===== config.mk =====
export PLATFORM = sky130hd
export DESIGN_NAME = key_cond
export DESIGN_NICKNAME = d
export VERILOG_FILES = /design/src/rtl/key_cond_pkg.sv /design/src/rtl/key_cond_chan.sv /design/src/rtl/key_cond.sv
export SDC_FILE = /design/constraint.sdc
export NUM_CORES = 1
export LEC_CHECK = 0
export CAP_MARGIN = 20
export CORE_AREA = 2 2 101 103
export CTS_BUF_LIST = sky130_fd_sc_hd__clkbuf_4 sky130_fd_sc_hd__clkbuf_8
export DETAILED_ROUTE_END_ITERATION = 8
export DIE_AREA = 0 0 103 105
export HOLD_SLACK_MARGIN = 0.03
export PLACE_DENSITY_LB_ADDON = 0.08
export SLEW_MARGIN = 15
export SYNTH_ARGS = -nofsm -noshare
export SYNTH_HDL_FRONTEND = slang
export SYNTH_SLANG_ARGS = --single-unit

===== constraint.sdc =====
create_clock -name i_clk -period 2.7 [get_ports i_clk]
set_input_delay 0.675 -clock i_clk [delete_from_list [all_inputs] [get_ports i_clk]]
set_output_delay 0.675 -clock i_clk [all_outputs]
set_load 0.1 [all_outputs]

===== src/rtl/key_cond_pkg.sv =====
// Shared types and default timing for the pushbutton conditioner.
// Defaults assume a 50 MHz system clock.
package key_cond_pkg;

  typedef enum logic [1:0] {
    S_UP  = 2'd0,
    S_DLY = 2'd1,
    S_RPT = 2'd2
  } rpt_state_e;

  localparam int unsigned DEBOUNCE_CYC_DEF = 1_000_000;  // 20 ms
  localparam int unsigned REPEAT_DLY_DEF   = 25_000_000; // 500 ms
  localparam int unsigned REPEAT_PER_DEF   = 5_000_000;  // 100 ms

  function automatic int unsigned max_u(input int unsigned a, input int unsigned b);
    return (a > b) ? a : b;
  endfunction

endpackage


===== src/rtl/key_cond_chan.sv =====
// Single key channel: two-flop synchronizer, debounce counter, press/release
// edge pulses and an optional auto-repeat FSM.
module key_cond_chan
  import key_cond_pkg::*;
#(
  parameter int unsigned DEBOUNCE_CYC = DEBOUNCE_CYC_DEF,
  parameter int unsigned REPEAT_DLY   = REPEAT_DLY_DEF,
  parameter int unsigned REPEAT_PER   = REPEAT_PER_DEF,
  parameter bit          REPEAT_EN    = 1'b0
) (
  input  logic i_clk,
  input  logic i_srst,
  input  logic i_key,
  output logic o_level,
  output logic o_press,
  output logic o_release,
  output logic o_rpt
);

  localparam int unsigned DB_W    = $clog2(DEBOUNCE_CYC);
  localparam int unsigned RPT_MAX = max_u(REPEAT_DLY, REPEAT_PER);
  localparam int unsigned RC_W    = (RPT_MAX > 1) ? $clog2(RPT_MAX) : 1;

  logic            sync1_q, sync2_q;
  logic            sync_pressed;
  logic [DB_W-1:0] db_cnt_q, db_cnt_d;
  logic            level_q, level_d;
  logic            press_q, release_q;
  logic            rpt_q, rpt_d;
  rpt_state_e      state_q, state_d;
  logic [RC_W-1:0] rcnt_q, rcnt_d;

  assign sync_pressed = ~sync2_q;

  // A new level must be seen DEBOUNCE_CYC consecutive cycles; any match restarts.
  always_comb begin
    db_cnt_d = '0;
    level_d  = level_q;
    if (sync_pressed != level_q) begin
      if (db_cnt_q == DB_W'(DEBOUNCE_CYC - 1)) begin
        level_d = ~level_q;
      end else begin
        db_cnt_d = db_cnt_q + DB_W'(1);
      end
    end
  end

  // Down-counter shared by the initial delay and the repeat period.
  always_comb begin
    state_d = state_q;
    rcnt_d  = rcnt_q;
    rpt_d   = 1'b0;
    if (!REPEAT_EN) begin
      state_d = S_UP;
      rcnt_d  = '0;
    end else begin
      unique case (state_q)
        S_UP: begin
          if (level_d) begin
            state_d = S_DLY;
            rcnt_d  = RC_W'(REPEAT_DLY - 1);
          end
        end
        S_DLY, S_RPT: begin
          if (!level_d) begin
            state_d = S_UP;
            rcnt_d  = '0;
          end else if (rcnt_q == '0) begin
            rpt_d   = 1'b1;
            state_d = S_RPT;
            rcnt_d  = RC_W'(REPEAT_PER - 1);
          end else begin
            rcnt_d = rcnt_q - RC_W'(1);
          end
        end
        default: begin
          state_d = S_UP;
          rcnt_d  = '0;
        end
      endcase
    end
  end

  always_ff @(posedge i_clk) begin
    if (i_srst) begin
      sync1_q   <= 1'b1;
      sync2_q   <= 1'b1;
      db_cnt_q  <= '0;
      level_q   <= 1'b0;
      press_q   <= 1'b0;
      release_q <= 1'b0;
      rpt_q     <= 1'b0;
      state_q   <= S_UP;
      rcnt_q    <= '0;
    end else begin
      sync1_q   <= i_key;
      sync2_q   <= sync1_q;
      db_cnt_q  <= db_cnt_d;
      level_q   <= level_d;
      press_q   <= level_d & ~level_q;
      release_q <= ~level_d & level_q;
      rpt_q     <= rpt_d;
      state_q   <= state_d;
      rcnt_q    <= rcnt_d;
    end
  end

  assign o_level   = level_q;
  assign o_press   = press_q;
  assign o_release = release_q;
  assign o_rpt     = rpt_q;

endmodule


===== src/rtl/key_cond.sv =====
// Pushbutton conditioner: NUM_KEYS independent debounced channels with
// press/release pulses and per-key auto-repeat.
module key_cond
  import key_cond_pkg::*;
#(
  parameter int unsigned          NUM_KEYS     = 4,
  parameter int unsigned          DEBOUNCE_CYC = DEBOUNCE_CYC_DEF,
  parameter int unsigned          REPEAT_DLY   = REPEAT_DLY_DEF,
  parameter int unsigned          REPEAT_PER   = REPEAT_PER_DEF,
  parameter logic [NUM_KEYS-1:0]  REPEAT_MASK  = NUM_KEYS'(4'b0100)
) (
  input  logic                i_clk,
  input  logic                i_srst,
  input  logic [NUM_KEYS-1:0] i_key,
  output logic [NUM_KEYS-1:0] o_level,
  output logic [NUM_KEYS-1:0] o_press,
  output logic [NUM_KEYS-1:0] o_release,
  output logic [NUM_KEYS-1:0] o_rpt
);

  for (genvar g = 0; g < NUM_KEYS; g++) begin : g_chan
    key_cond_chan #(
      .DEBOUNCE_CYC (DEBOUNCE_CYC),
      .REPEAT_DLY   (REPEAT_DLY),
      .REPEAT_PER   (REPEAT_PER),
      .REPEAT_EN    (REPEAT_MASK[g])
    ) u_chan (
      .i_clk     (i_clk),
      .i_srst    (i_srst),
      .i_key     (i_key[g]),
      .o_level   (o_level[g]),
      .o_press   (o_press[g]),
      .o_release (o_release[g]),
      .o_rpt     (o_rpt[g])
    );
  end

endmodule


# Yosys cells after proc, flatten, opt, wreduce, memory -nomap -nowiden
# Index checks and enable logic that the tools add are counted.
totals:
  ff_bits: 128
  inputBits: 6
  output_inout_bits: 16
  elab_cells: 95
op_classes:
  n_addsub: 5
  n_eq_ne: 12
  n_mux: 17
  bitwise: 25
  reduce_logical: 9
ops:
  columns: ["op", "count"]
  rows:
  - ["$add A20 B1 Y20 const B", 4]
  - ["$eq A20 B20 Y1 const B", 4]
  - ["$mux W25", 3]
  - ["$pmux W25 S2", 1]
  - ["$logic_not A25 Y1", 1]
  - ["$sub A25 B1 Y25 const B", 1]
  - ["$not A1 Y1", 17]
  - ["$reduce_or A3 Y1", 5]
  - ["$mux W1", 9]
  - ["$and A1 B1 Y1", 8]
  - ["$mux W2", 3]
  - ["$ne A1 B1 Y1", 4]
  - ["$pmux W2 S2", 1]
  - ["$ne A3 B3 Y1 const B", 1]
  - ["$eq A2 B1 Y1 const B", 1]
  - ["$eq A2 B2 Y1 const B", 1]
  - ["$logic_not A2 Y1", 1]
  - ["$ne A2 B1 Y1 const B", 1]
  - ["$reduce_and A2 Y1", 1]
  - ["$reduce_or A2 Y1", 1]

# Logic depth before layout (Yosys ltp)
depth:
  ltp_word: 5
  mapped_depth: 9
  depth_no_buf: 9

# Hierarchy
# A second synthesis with hierarchy kept.
hier_totals:
  cells_unflattened: 702
  hier_area_um2: 6127.1
modules_own_cells:
  columns: ["mod", "n_inst", "cells_per_inst", "area_each_um2"]
  rows:
  - ["key_cond_chan (g_chan[0].u_chan ...)", 3, 121, 1119.8]
  - ["key_cond_chan (g_chan[2].u_chan)", 1, 339, 2767.7]

# Least setup slack after synthesis
# OpenSTA, ideal clock, no wires.
synth_path:
  path_kind: "register to register"
  startpoint: "reg g_chan[2].u_chan.db_cnt_q[12]"
  endpoint: "reg g_chan[2].u_chan.rcnt_q[13]"
  setup_time_ns: 0.079
  arrival_time_ns: 2.345
  path_slack_ns: 0.276
  path_stages_with_launch: 7
  n_path_buf: 0
  synth_period_minus_slack_ns: 2.424
  cell_sequence: "dfxtp_1 or4b_4 or4_4 nor4_4 o211ai_1 or3_1 o211ai_1"
synth_via:
  elab_chain_len: 5
synth_rtl:
  columns: ["item", "line_no", "source"]
  rows:
  - ["from (decl)", "key_cond_chan.sv:26", "logic [DB_W-1:0] db_cnt_q, db_cnt_d;"]
  - ["from (signal assigned)", "key_cond_chan.sv:98", "db_cnt_q <= db_cnt_d;"]
  - ["$eq A20 B20 Y1 (*)", "key_cond_chan.sv:40", "if (db_cnt_q == DB_W'(DEBOUNCE_CYC - 1)) begin"]
  - ["$mux W1 (*)", "key_cond_chan.sv:40", null]
  - ["$mux W1 (*)", "key_cond_chan.sv:39", "if (sync_pressed != level_q) begin"]
  - ["$mux W25", "key_cond_chan.sv:65", "if (!level_d) begin"]
  - ["$pmux W25 S2", "key_cond_chan.sv:57", "unique case (state_q)"]
  - ["to (signal assigned)", "key_cond_chan.sv:104", "rcnt_q <= rcnt_d;"]
  - ["to (decl)", "key_cond_chan.sv:31", "logic [RC_W-1:0] rcnt_q, rcnt_d;"]
# Every way passes the cells marked *; elsewhere a longest branch is shown, timed or not.
# A chain may end at the register's enable or synchronous reset.

# Final worst setup path
layout_path:
  startpoint: "reg g_chan[2].u_chan.db_cnt_q[7]"
  endpoint: "reg g_chan[2].u_chan.rcnt_q[13]"
# The elaborated chain is that of the path after synthesis.

==> results.sh <==
export IMPL_max_freq_mhz=380
export IMPL_drtIter0Drc=260
export IMPL_yosysMostFrequentCell="dfxtp_1"
export IMPL_yosysUniqueCellTypes=44
export IMPL_synth_top_area_share_pct=44.5
export IMPL_clock_sinks=128
export IMPL_path_max_fanout=7
export IMPL_fin_cells=858
export IMPL_clockBufferDepth=2
export IMPL_cts_tree="built"
export IMPL_cp_slowest_cell="or4_4"
export IMPL_final_layout_size_suffix_gt1_share_pct=12.1
export IMPL_n_antenna_cell=0
export IMPL_std_cell_rows=36
export IMPL_reg2reg_to="g_chan[2].u_chan.rcnt_q[13]$_SDFFE_PP0P_"
export IMPL_power_density_nw_per_um2=529
export IMPL_start_kind="flop"
export IMPL_worst_path_most_repeated_cell="o211ai_1"
export IMPL_drc=0
export IMPL_area_growth_syn_to_layout_pct=12.2
export IMPL_post_route_min_period_ns=2.63
export IMPL_holdPathStages=1
export IMPL_tns_ns=0
export IMPL_power_leakage_nw=2.36
export IMPL_io_pins=22
export IMPL_final_hold_viol_count=0
export IMPL_first_pass_iters=5
export IMPL_setup_violations=0
export IMPL_r2r_start="g_chan[2].u_chan.db_cnt_q[7]$_SDFF_PP0_"
export IMPL_grt_overflow=0
export IMPL_root_buffer="clkbuf_8"
export IMPL_die_y_um=105
export IMPL_crit_family="simple AND/OR/NAND/NOR gates"
export IMPL_worstSetupPathType="reg -> reg"
export IMPL_async_reset_ff_share_pct=0
export IMPL_htree_levels=4
export IMPL_crit_chain="or4b_4 > or4_4 > nor4_4 > o211ai_1 > or3_1 > o211ai_1"
export IMPL_arrival_ns=2.99
export IMPL_rsz0062_at_grt="false"
export IMPL_endpoint_kind="flop"
export IMPL_syn_area_per_cell_um2=8.40
export IMPL_synth_main_ff_cell="dfxtp_1"
export IMPL_grt_first_pass_wirelength_mm=20.2
export IMPL_worstHoldStart="g_chan[3].u_chan.sync1_q$_SDFF_PP1_"
export IMPL_yosysWarnings=0
export IMPL_reg2reg_slack_ns=0.07
export IMPL_required_ns=3.06
export IMPL_totalWireLength_mm=11.7
export IMPL_hold_slack_ns=0.414
export IMPL_die_w_um=103
export IMPL_antenna_found_initial=0
export IMPL_place_detailed_hpwl_mm=8.22
export IMPL_dieArea_um2=10800
export IMPL_slew_headroom_pct=55.0
export IMPL_synth_edf_count=0
export IMPL_port_buffers=18
export IMPL_critPathBufInv=0
export IMPL_wl_per_cell_um=13.7
export IMPL_fin_skew_ns=0.00660
export IMPL_tightest_slew_ns=0.675
export IMPL_worstSkewPairLatency_ns=0.43
export IMPL_syn_area_um2=5750
export IMPL_ir_drop_v=0.000411
export IMPL_syn_inst=685
export IMPL_synthTopCellsByArea="dfxtp_1 45%, xor2_1 8.5%, nor2_1 7.6%"
export IMPL_finalPower_mw=3.41
export IMPL_via_per_inst=5.60
export IMPL_yosysSeqAreaShare_pct=44.5
export IMPL_grt_use_total_pct=23.4
export IMPL_numCtsBuffers=17
export IMPL_synth_seq_cells=128
export IMPL_status="completed"
export IMPL_slew_violations=0
export IMPL_final_util_pct=67.0
export IMPL_finalCritPeriodShare_pct=97.4
export IMPL_antenna_left=0
export IMPL_holdPathEnd="g_chan[3].u_chan.sync2_q$_SDFF_PP1_"
export IMPL_globalplace_congestion=0.967
export IMPL_slowest_delay_ns=0.58
export IMPL_initial_core_util_pct=59.7
export IMPL_fin_nets=731
export IMPL_ff2ff_path_depth=6
export IMPL_synth_top_area_cell="dfxtp_1"
export IMPL_clk_pin_slew_worst_paths_ns=0.07
export IMPL_fp_coreArea_um2=9640
export IMPL_vias=4806
export IMPL_max_cap_violations=0
export IMPL_synth_commonest_cells="128 x dfxtp_1, 117 x nor2_1, 59 x nand2_1"
export IMPL_holdCritPathClass="reg -> reg"
export IMPL_grt_pass1_vias=4515
export IMPL_dp_cells=827
export IMPL_grt_max_degree=33
[registers in the layout, summed over array words and instances, names as in the netlist]
signal                   cells
g_chan.u_chan.db_cnt_q      80
g_chan.u_chan.o_level        4
g_chan.u_chan.o_press        4
g_chan.u_chan.o_release      4
g_chan.u_chan.o_rpt          1
g_chan.u_chan.rcnt_q        25
g_chan.u_chan.state_q        2
g_chan.u_chan.sync1_q        4
g_chan.u_chan.sync2_q        4
[cell type report]
class	count	area (um2)
Fill cell	884	3190
Multi-Input combinational cell	516	3000
Sequential cell	128	2560
Clock buffer	27	347
Timing Repair Buffer	41	333
Tap cell	133	166
Inverter	13	48.8
[worst register-to-register path: stages, from the launching register on]
cell and delay (ns):
dfxtp_1 0.34, or4b_4 0.54, or4_4 0.58, nor4_4 0.27
o211ai_1 0.31, or3_1 0.41, o211ai_1 0.09
[cell families after synthesis]
| group | count (synthesis) | synth area share (%) |
|---|---|---|
| DFF | 128 | 44.5 |
| adders and majority gates | 8 | 1.74 |
| buffers and inverters | 43 | 3.85 |
| xor gates and xnor gates | 77 | 11.7 |
| AOI/OAI and AO/OA | 84 | 8.33 |
| and+or+nand+nor | 344 | 29.8 |
| other | 1 | 0.0652 |
[layout by cell type (no fill, tap or decap), types with 3 or more instances in the layout]
master             n
conb_1             3
buf_4             35
nor4_1             8
and4_1             7
and3_1            22
nand2_1           59
clkdlybuf4s50_1    5
a21oi_1           25
nor4b_1            3
nor3_1            24
dfxtp_1          128
clkbuf_4           4
nand3_1           38
ha_1               8
nor2_1           116
or4_1              7
or3_1             14
xnor2_1           21
nand4_1           18
clkbuf_8          23
o211ai_1           6
and2_1             3
or2_2             10
o21ai_0           37
inv_1             13
xor2_1            56
[timing repair]
| action | in CTS | in global routing |
|---|---|---|
| hold buffers | 0 | 0 |
| endpoints found under the setup margin | 0 | 15 |
| buffers inserted | 0 | 4 |
| hold endpoints to repair | 0 | 0 |
| resized for setup | 0 | 5 |
[through the flow]
step	setup slack, ns	instance area, um2
detailed placement	0.0220	6060
global route	0.0126	6450
CTS	0.00910	6400
floorplan	0.276	5760
finish	0.0711	6450
global placement	0.0365	6060
[worst max path at each step]
stage                                                     to  slack [ns]  cells past startpoint                                      from
finish              g_chan[2].u_chan.rcnt_q[13]$_SDFFE_PP0P_        0.07                      6   g_chan[2].u_chan.db_cnt_q[7]$_SDFF_PP0_
global placement    g_chan[2].u_chan.rcnt_q[20]$_SDFFE_PP0P_        0.04                      7   g_chan[2].u_chan.db_cnt_q[7]$_SDFF_PP0_
floorplan           g_chan[2].u_chan.rcnt_q[13]$_SDFFE_PP0P_        0.28                      6  g_chan[2].u_chan.db_cnt_q[12]$_SDFF_PP0_
detailed placement  g_chan[2].u_chan.rcnt_q[20]$_SDFFE_PP0P_        0.02                      7   g_chan[2].u_chan.db_cnt_q[7]$_SDFF_PP0_
CTS                 g_chan[2].u_chan.rcnt_q[20]$_SDFFE_PP0P_       0.009                      7   g_chan[2].u_chan.db_cnt_q[7]$_SDFF_PP0_
global route        g_chan[2].u_chan.rcnt_q[13]$_SDFFE_PP0P_        0.01                      6   g_chan[2].u_chan.db_cnt_q[7]$_SDFF_PP0_
[where the power goes]
part           total [mW]  switching (mW)  internal [mW]
clock network        1.44           0.646          0.798
logic              0.0665          0.0475         0.0190
registers            1.90         0.00524           1.90
total                3.41           0.699           2.71
[metal layers]
| layer | GRT usage [%] | part of all wire (%) | vias to the layer above |
|---|---|---|---|
| met5 | 0 | 0 | - |
| met4 | 9.59 | 2.0 | 0 |
| met3 | 6.42 | 4.8 | 23 |
| met2 | 37.4 | 48 | 114 |
| met1 | 29.4 | 45 | 2260 |
| li1 | - | - | 2409 |
Power figures use the tool's default switching activity.
